--- src/rtl/bram_capture_ctrl_pkg.sv ---
// Shared types and readback codes for the BRAM capture controller.
// The state codes double as the localbus readback encoding.
package bram_capture_pkg;

  localparam logic [2:0] STATE_CODE_IDLE    = 3'd0;
  localparam logic [2:0] STATE_CODE_ARMED   = 3'd1;
  localparam logic [2:0] STATE_CODE_DELAY   = 3'd2;
  localparam logic [2:0] STATE_CODE_CAPTURE = 3'd3;
  localparam logic [2:0] STATE_CODE_DONE    = 3'd4;

  typedef enum logic [2:0] {
    IDLE    = STATE_CODE_IDLE,
    ARMED   = STATE_CODE_ARMED,
    DELAY   = STATE_CODE_DELAY,
    CAPTURE = STATE_CODE_CAPTURE,
    DONE    = STATE_CODE_DONE
  } capture_state_t;

  function automatic logic is_busy(input capture_state_t s);
    return (s == ARMED) || (s == DELAY) || (s == CAPTURE);
  endfunction

endpackage

--- src/rtl/bram_capture_ctrl_if.sv ---
// One BRAM write port (word address, byte enables, data) of the PL/PS buffer.
interface bram_capture_ctrl_if
  import bram_capture_pkg::*;
#(
  parameter int ADDR_WIDTH = 13,
  parameter int DATA_WIDTH = 256
);
  logic                    en;
  logic [DATA_WIDTH/8-1:0] we;
  logic [ADDR_WIDTH-1:0]   addr;
  logic [DATA_WIDTH-1:0]   din;

  modport master (output en, we, addr, din);
  modport slave  (input  en, we, addr, din);
endinterface

--- src/rtl/bram_capture_ctrl_decim.sv ---
// Decimation strobe: passes the first valid sample after load, then one of
// every decim+1 valid samples.
module capture_decim #(
  parameter int DECIM_WIDTH = 8
) (
  input  logic                   clk,
  input  logic                   aresetn,
  input  logic                   load,
  input  logic                   valid,
  input  logic [DECIM_WIDTH-1:0] decim,
  output logic                   accept
);
  logic [DECIM_WIDTH-1:0] cnt_reg;

  assign accept = valid && (cnt_reg == '0);

  always_ff @(posedge clk or negedge aresetn) begin
    if (!aresetn) begin
      cnt_reg <= '0;
    end else if (load) begin
      cnt_reg <= '0;
    end else if (accept) begin
      cnt_reg <= decim;
    end else if (valid) begin
      cnt_reg <= cnt_reg - DECIM_WIDTH'(1);
    end
  end
endmodule

--- src/rtl/bram_capture_ctrl.sv ---
// Armed, triggered, optionally delayed and decimated one-shot capture of a
// sample stream into a BRAM write port, with state/count/done readback.
module bram_capture_ctrl
  import bram_capture_pkg::*;
#(
  parameter int ADDR_WIDTH  = 13,
  parameter int DATA_WIDTH  = 256,
  parameter int DELAY_WIDTH = 16,
  parameter int DECIM_WIDTH = 8
) (
  input  logic                   clk,
  input  logic                   aresetn,
  input  logic                   arm,
  input  logic                   abort,
  input  logic                   trig,
  input  logic [ADDR_WIDTH:0]    cfg_len,
  input  logic [DELAY_WIDTH-1:0] cfg_delay,
  input  logic [DECIM_WIDTH-1:0] cfg_decim,
  input  logic                   s_valid,
  input  logic [DATA_WIDTH-1:0]  s_data,
  bram_capture_ctrl_if.master    bram,
  output logic [2:0]             state,
  output logic [ADDR_WIDTH:0]    count,
  output logic                   busy,
  output logic                   done
);
  localparam logic [ADDR_WIDTH:0] DEPTH = {1'b1, {ADDR_WIDTH{1'b0}}};

  capture_state_t         state_reg, state_next;
  logic [ADDR_WIDTH:0]    len_reg, count_reg, count_inc, clamped_len;
  logic [DELAY_WIDTH-1:0] delay_cnt_reg;
  logic [DECIM_WIDTH-1:0] decim_reg;
  logic                   wr_en_reg, done_reg;
  logic [DATA_WIDTH-1:0]  din_reg;
  logic                   arm_ok, last_write, capture_valid, accept;

  assign arm_ok      = arm && !abort && (state_reg == IDLE || state_reg == DONE);
  assign clamped_len = (cfg_len > DEPTH) ? DEPTH : cfg_len;
  assign count_inc   = count_reg + (ADDR_WIDTH+1)'(1);
  assign last_write  = wr_en_reg && (count_inc == len_reg);
  // Block the sample arriving alongside the final write so nothing trails DONE.
  assign capture_valid = s_valid && (state_reg == CAPTURE) && !last_write;

  capture_decim #(.DECIM_WIDTH(DECIM_WIDTH)) u_decim (
    .clk     (clk),
    .aresetn (aresetn),
    .load    (arm_ok),
    .valid   (capture_valid),
    .decim   (decim_reg),
    .accept  (accept)
  );

  always_ff @(posedge clk or negedge aresetn) begin
    if (!aresetn) state_reg <= IDLE;
    else          state_reg <= state_next;
  end

  always_comb begin
    state_next = state_reg;
    if (abort) begin
      state_next = IDLE;
    end else begin
      case (state_reg)
        IDLE, DONE: if (arm) state_next = (clamped_len == '0) ? DONE : ARMED;
        ARMED:      if (trig) state_next = (delay_cnt_reg != '0) ? DELAY : CAPTURE;
        DELAY:      if (s_valid && delay_cnt_reg == DELAY_WIDTH'(1)) state_next = CAPTURE;
        CAPTURE:    if (last_write) state_next = DONE;
        default:    state_next = IDLE;
      endcase
    end
  end

  always_ff @(posedge clk or negedge aresetn) begin
    if (!aresetn) begin
      len_reg       <= '0;
      count_reg     <= '0;
      delay_cnt_reg <= '0;
      decim_reg     <= '0;
      wr_en_reg     <= 1'b0;
      din_reg       <= '0;
      done_reg      <= 1'b0;
    end else begin
      wr_en_reg <= accept && !abort;
      if (accept) din_reg <= s_data;
      // A write already on the port in the abort cycle still lands and counts.
      if (wr_en_reg) count_reg <= count_inc;
      if (abort) begin
        done_reg <= 1'b0;
      end else if (arm_ok) begin
        len_reg       <= clamped_len;
        delay_cnt_reg <= cfg_delay;
        decim_reg     <= cfg_decim;
        count_reg     <= '0;
        done_reg      <= (clamped_len == '0);
      end else begin
        if (state_reg == DELAY && s_valid) delay_cnt_reg <= delay_cnt_reg - DELAY_WIDTH'(1);
        if (last_write) done_reg <= 1'b1;
      end
    end
  end

  assign bram.en   = wr_en_reg;
  assign bram.we   = {(DATA_WIDTH/8){wr_en_reg}};
  assign bram.addr = count_reg[ADDR_WIDTH-1:0];
  assign bram.din  = din_reg;

  assign state = state_reg;
  assign count = count_reg;
  assign busy  = is_busy(state_reg);
  assign done  = done_reg;
endmodule

--- src/flat_wrapper.sv ---
// flat-port wrapper written by rule: the top's interface ports become plain ports
module bram_capture_ctrl_flat import bram_capture_pkg::*;
#(
  parameter int ADDR_WIDTH  = 13,
  parameter int DATA_WIDTH  = 256,
  parameter int DELAY_WIDTH = 16,
  parameter int DECIM_WIDTH = 8
)
  (clk, aresetn, arm, abort, trig, cfg_len, cfg_delay, cfg_decim, s_valid, s_data, state, count, busy, done, bram_en, bram_we, bram_addr, bram_din);
  bram_capture_ctrl_if #(.ADDR_WIDTH(ADDR_WIDTH), .DATA_WIDTH(DATA_WIDTH)) bram_i ();
  input  logic clk;
  input  logic aresetn;
  input  logic arm;
  input  logic abort;
  input  logic trig;
  input  logic [ADDR_WIDTH:0] cfg_len;
  input  logic [DELAY_WIDTH-1:0] cfg_delay;
  input  logic [DECIM_WIDTH-1:0] cfg_decim;
  input  logic s_valid;
  input  logic [DATA_WIDTH-1:0] s_data;
  output logic [2:0] state;
  output logic [ADDR_WIDTH:0] count;
  output logic busy;
  output logic done;
  output wire logic [$bits(bram_i.en)-1:0] bram_en;
  output wire logic [$bits(bram_i.we)-1:0] bram_we;
  output wire logic [$bits(bram_i.addr)-1:0] bram_addr;
  output wire logic [$bits(bram_i.din)-1:0] bram_din;
  assign bram_en = bram_i.en;
  assign bram_we = bram_i.we;
  assign bram_addr = bram_i.addr;
  assign bram_din = bram_i.din;
  bram_capture_ctrl #(.ADDR_WIDTH(ADDR_WIDTH), .DATA_WIDTH(DATA_WIDTH), .DELAY_WIDTH(DELAY_WIDTH), .DECIM_WIDTH(DECIM_WIDTH)) u_core (.clk(clk), .aresetn(aresetn), .arm(arm), .abort(abort), .trig(trig), .cfg_len(cfg_len), .cfg_delay(cfg_delay), .cfg_decim(cfg_decim), .s_valid(s_valid), .s_data(s_data), .bram(bram_i), .state(state), .count(count), .busy(busy), .done(done));
endmodule
--- config.mk ---
export PLATFORM = sky130hd
export DESIGN_NAME = bram_capture_ctrl_flat
export DESIGN_NICKNAME = d
export VERILOG_FILES = /design/src/rtl/bram_capture_ctrl_pkg.sv /design/src/rtl/bram_capture_ctrl_if.sv /design/src/rtl/bram_capture_ctrl_decim.sv /design/src/rtl/bram_capture_ctrl.sv /design/src/flat_wrapper.sv
export SDC_FILE = /design/constraint.sdc
export NUM_CORES = 1
export LEC_CHECK = 0
export BUFFER_PORTS_ARGS = -buffer_cell sky130_fd_sc_hd__buf_2
export CAP_MARGIN = 15
export CORE_AREA = 3 3 239 241
export DETAILED_ROUTE_END_ITERATION = 16
export DIE_AREA = 0 0 242 244
export REMOVE_ABC_BUFFERS = 1
export SLEW_MARGIN = 20
export SYNTH_ARGS = -nofsm -noshare
export SYNTH_HDL_FRONTEND = slang
export SYNTH_SLANG_ARGS = --single-unit
--- constraint.sdc ---
create_clock -name clk -period 3.4 [get_ports clk]
set_clock_uncertainty 0.05 [all_clocks]
set_input_delay 0.17 -clock clk [delete_from_list [all_inputs] [get_ports clk]]
set_output_delay 0.17 -clock clk [all_outputs]
set_load 0.05 [all_outputs]
==> results.tsv <==
metric	value	unit
final_cells	2706	
die_w	242	um
netlist_area	13700	um2
period_share	0.948	
cts_buffers	37	
die_h	244	um
cp_top_family	simple AND/OR/NAND/NOR gates	
drive_gt1_frac	0.382	
cts_buffer_depth	3	
relSlewSlack	0.535	
row_count	86	
grt-ovfl-total	0	
die-area	59000	um2
initial_core_util	0.248	
hold_violations	0	
worst_pin_slew	0.698	ns
vias_per_cell	4.30	
drv_cap	0	
crit_path_end_kind	flop	
fmax	0.310	GHz
cts_tree	yes	
areaGrowthSynthToFinish	58.8	%
max-vdd-ir-drop	0.000655	V
synth.most_common_cell	dfrtp_1	
ys.flop_type	dfrtp_1	
drc	0	
synth.top_cell.area_share	0.587	
crit_path_top_delay_cell	or4_1	
min_period	3.22	ns
cp-start-kind	flop	
insertion_delay	0.53	ns
h-tree-depth	2	
p_leak	11.2	nW
fillers	5200	
grt_pass1_vias	12600	
clock-root-buffer	clkbuf_16	
cts.sinks	321	
grt_max_degree	89	
grt_usage	0.153	
worstPathArrival	3.58	ns
slew_violations	0	
async_flop_share	1.00	
yosysSeqAreaShare	0.587	
crit_type	flop to flop	
synth_cells	1012	
yosysTopAreaCell	dfrtp_1	
drtIter0Drc	363	
clkTransAtPathRegs	0.06	ns
required	3.76	ns
ys_warn_count	0	
gp_congestion	0.883	
hold_slack	0.132	ns
rsz0062_at_grt	false	
synth_edf_count	0	
power.density	976	nW/um2
dp_hpwl	33000	um
cp_slowest_stage_delay	0.56	ns
crit_fanout	28	
dr.pass1.iters	7	
ys_seq_elements	321	
largest_reg_flops	256	
dp.cells	2327	
power.total	21.2	mW
path_buf_inv	2	
antenna_found_initial	13	
synth_top_cells_by_count	dfrtp_1 (321), mux2_1 (240), nand2_1 (63), buf_4 (47), nor2_1 (45)	
wire_per_inst	17.3	um
setup_violations	0	
synth_cell_types	52	
postSynthAreaPerCell	13.5	um2
io_pins	621	
status	complete, no violations	
vias	11600	
path_cells	ha_1 -> nand2_2 -> or4_1 -> and3_1 -> a211o_1 -> and4_1 -> nor3_4 -> buf_12 -> buf_16 -> mux2_1	
io_buffers	620	
min_path_type	primary input to flop	
grt_pass1_wl	72100	um
nets	2227	
synth_area_leaders	dfrtp_1 (59%), mux2_1 (20%), buf_4 (2.6%), nand2_1 (1.7%), mux2_2 (1.5%)	
wl	46900	um
core	55100	um2
ant_nets	0	
metal layers:
layer / track usage / routed length, um
met5: 0 / 23
met2: 0.276 / 24000
met3: 0.0457 / 3380
met1: 0.168 / 17600
met4: 0.0619 / 1810
layout make-up:
class / instances / area (um2) / area share
sequential: 321 / 8030 / 0.370
multi-input combinational: 585 / 4830 / 0.223
clock inverter: 10 / 156 / 0.00720
clock buffer: 54 / 1110 / 0.0512
antenna: 10 / 25.0 / 0.00115
timing repair buffer: 967 / 6590 / 0.303
tap: 748 / 936 / 0.0431
inverter: 11 / 41.3 / 0.00190
tightest hold or removal path: cells and delay by family:
family / cells / cell delay [ns]
and+or+nand+nor: 1 / 0.17
xor gates and xnor gates: 1 / 0.15
buffers and inverters: 1 / 0.13
AOI/OAI and AO/OA: 1 / 0.06
cells by family after synthesis:
| family | after synthesis | synth area share |
|---|---|---|
| flops | 321 | 0.587 |
| mux | 263 | 0.216 |
| simple gates | 196 | 0.0704 |
| buf+inv | 106 | 0.0596 |
| compound gates | 86 | 0.0401 |
| xor+xnor | 36 | 0.0230 |
| fa+ha+maj | 4 | 0.00366 |
placed cells by master, fill, tap and decap left out, drive strengths merged, types with 3 or more instances in the layout:
master / instances
a21o: 4
mux2: 258
nand4: 9
xor2: 19
nand3: 15
or3: 8
xnor2: 17
nor2: 45
clkinv: 4
mux2i: 5
or4: 6
nor4: 8
nand2b: 10
clkbuf: 55
diode: 10
inv: 12
buf: 664
a211oi: 4
dlygate4sd3: 302
and3: 4
nor3: 15
dfrtp: 321
bufinv: 4
o31ai: 5
a21oi: 17
a211o: 3
o21ai: 33
ha: 4
a22o: 8
nand2: 64
power breakdown:
part / switching [mW] / total, mW / internal, mW
clock: 1.58 / 4.15 / 2.57
combinational: 7.67 / 10.5 / 2.82
sequential: 1.03 / 6.56 / 5.53
metrics by stage:
stage          worst slack, ns  utilization  area, um2  TNS (ns)
6_report                 0.177        0.394      21700         0
3_5_place_dp             0.105        0.315      17400         0
3_3_place_gp             0.172        0.315      17400         0
2_1_floorplan           -11.68            -      12900  -3387.03
5_1_grt                 0.0388        0.394      21700         0
4_1_cts                  0.104        0.393      21700         0
worst paths after layout:
check,slack (ns),cells past startpoint,endpoint,start
max,0.18,10,u_core.bram.din[97],u_core.count[1]
max reg2reg,0.18,10,u_core.bram.din[97],u_core.count[1]
max in group asynchronous,2.19,3,u_core.bram.din[129],aresetn
min,0.13,4,u_core.delay_cnt_reg[0],s_valid
min reg2reg,0.42,2,u_core.decim_reg[4],u_core.decim_reg[4]
min in group asynchronous,0.20,2,u_core.bram.din[162],aresetn
timing repair:
| item | 4_1_cts | 5_1_grt |
|---|---|---|
| hold buffers | 302 | 0 |
| gates resized for setup | 0 | 2 |
| buffers inserted | 0 | 2 |
| endpoints found under the setup margin | 0 | 48 |
| hold endpoints to repair | 379 | 0 |
(Power assumes the default switching activity.)
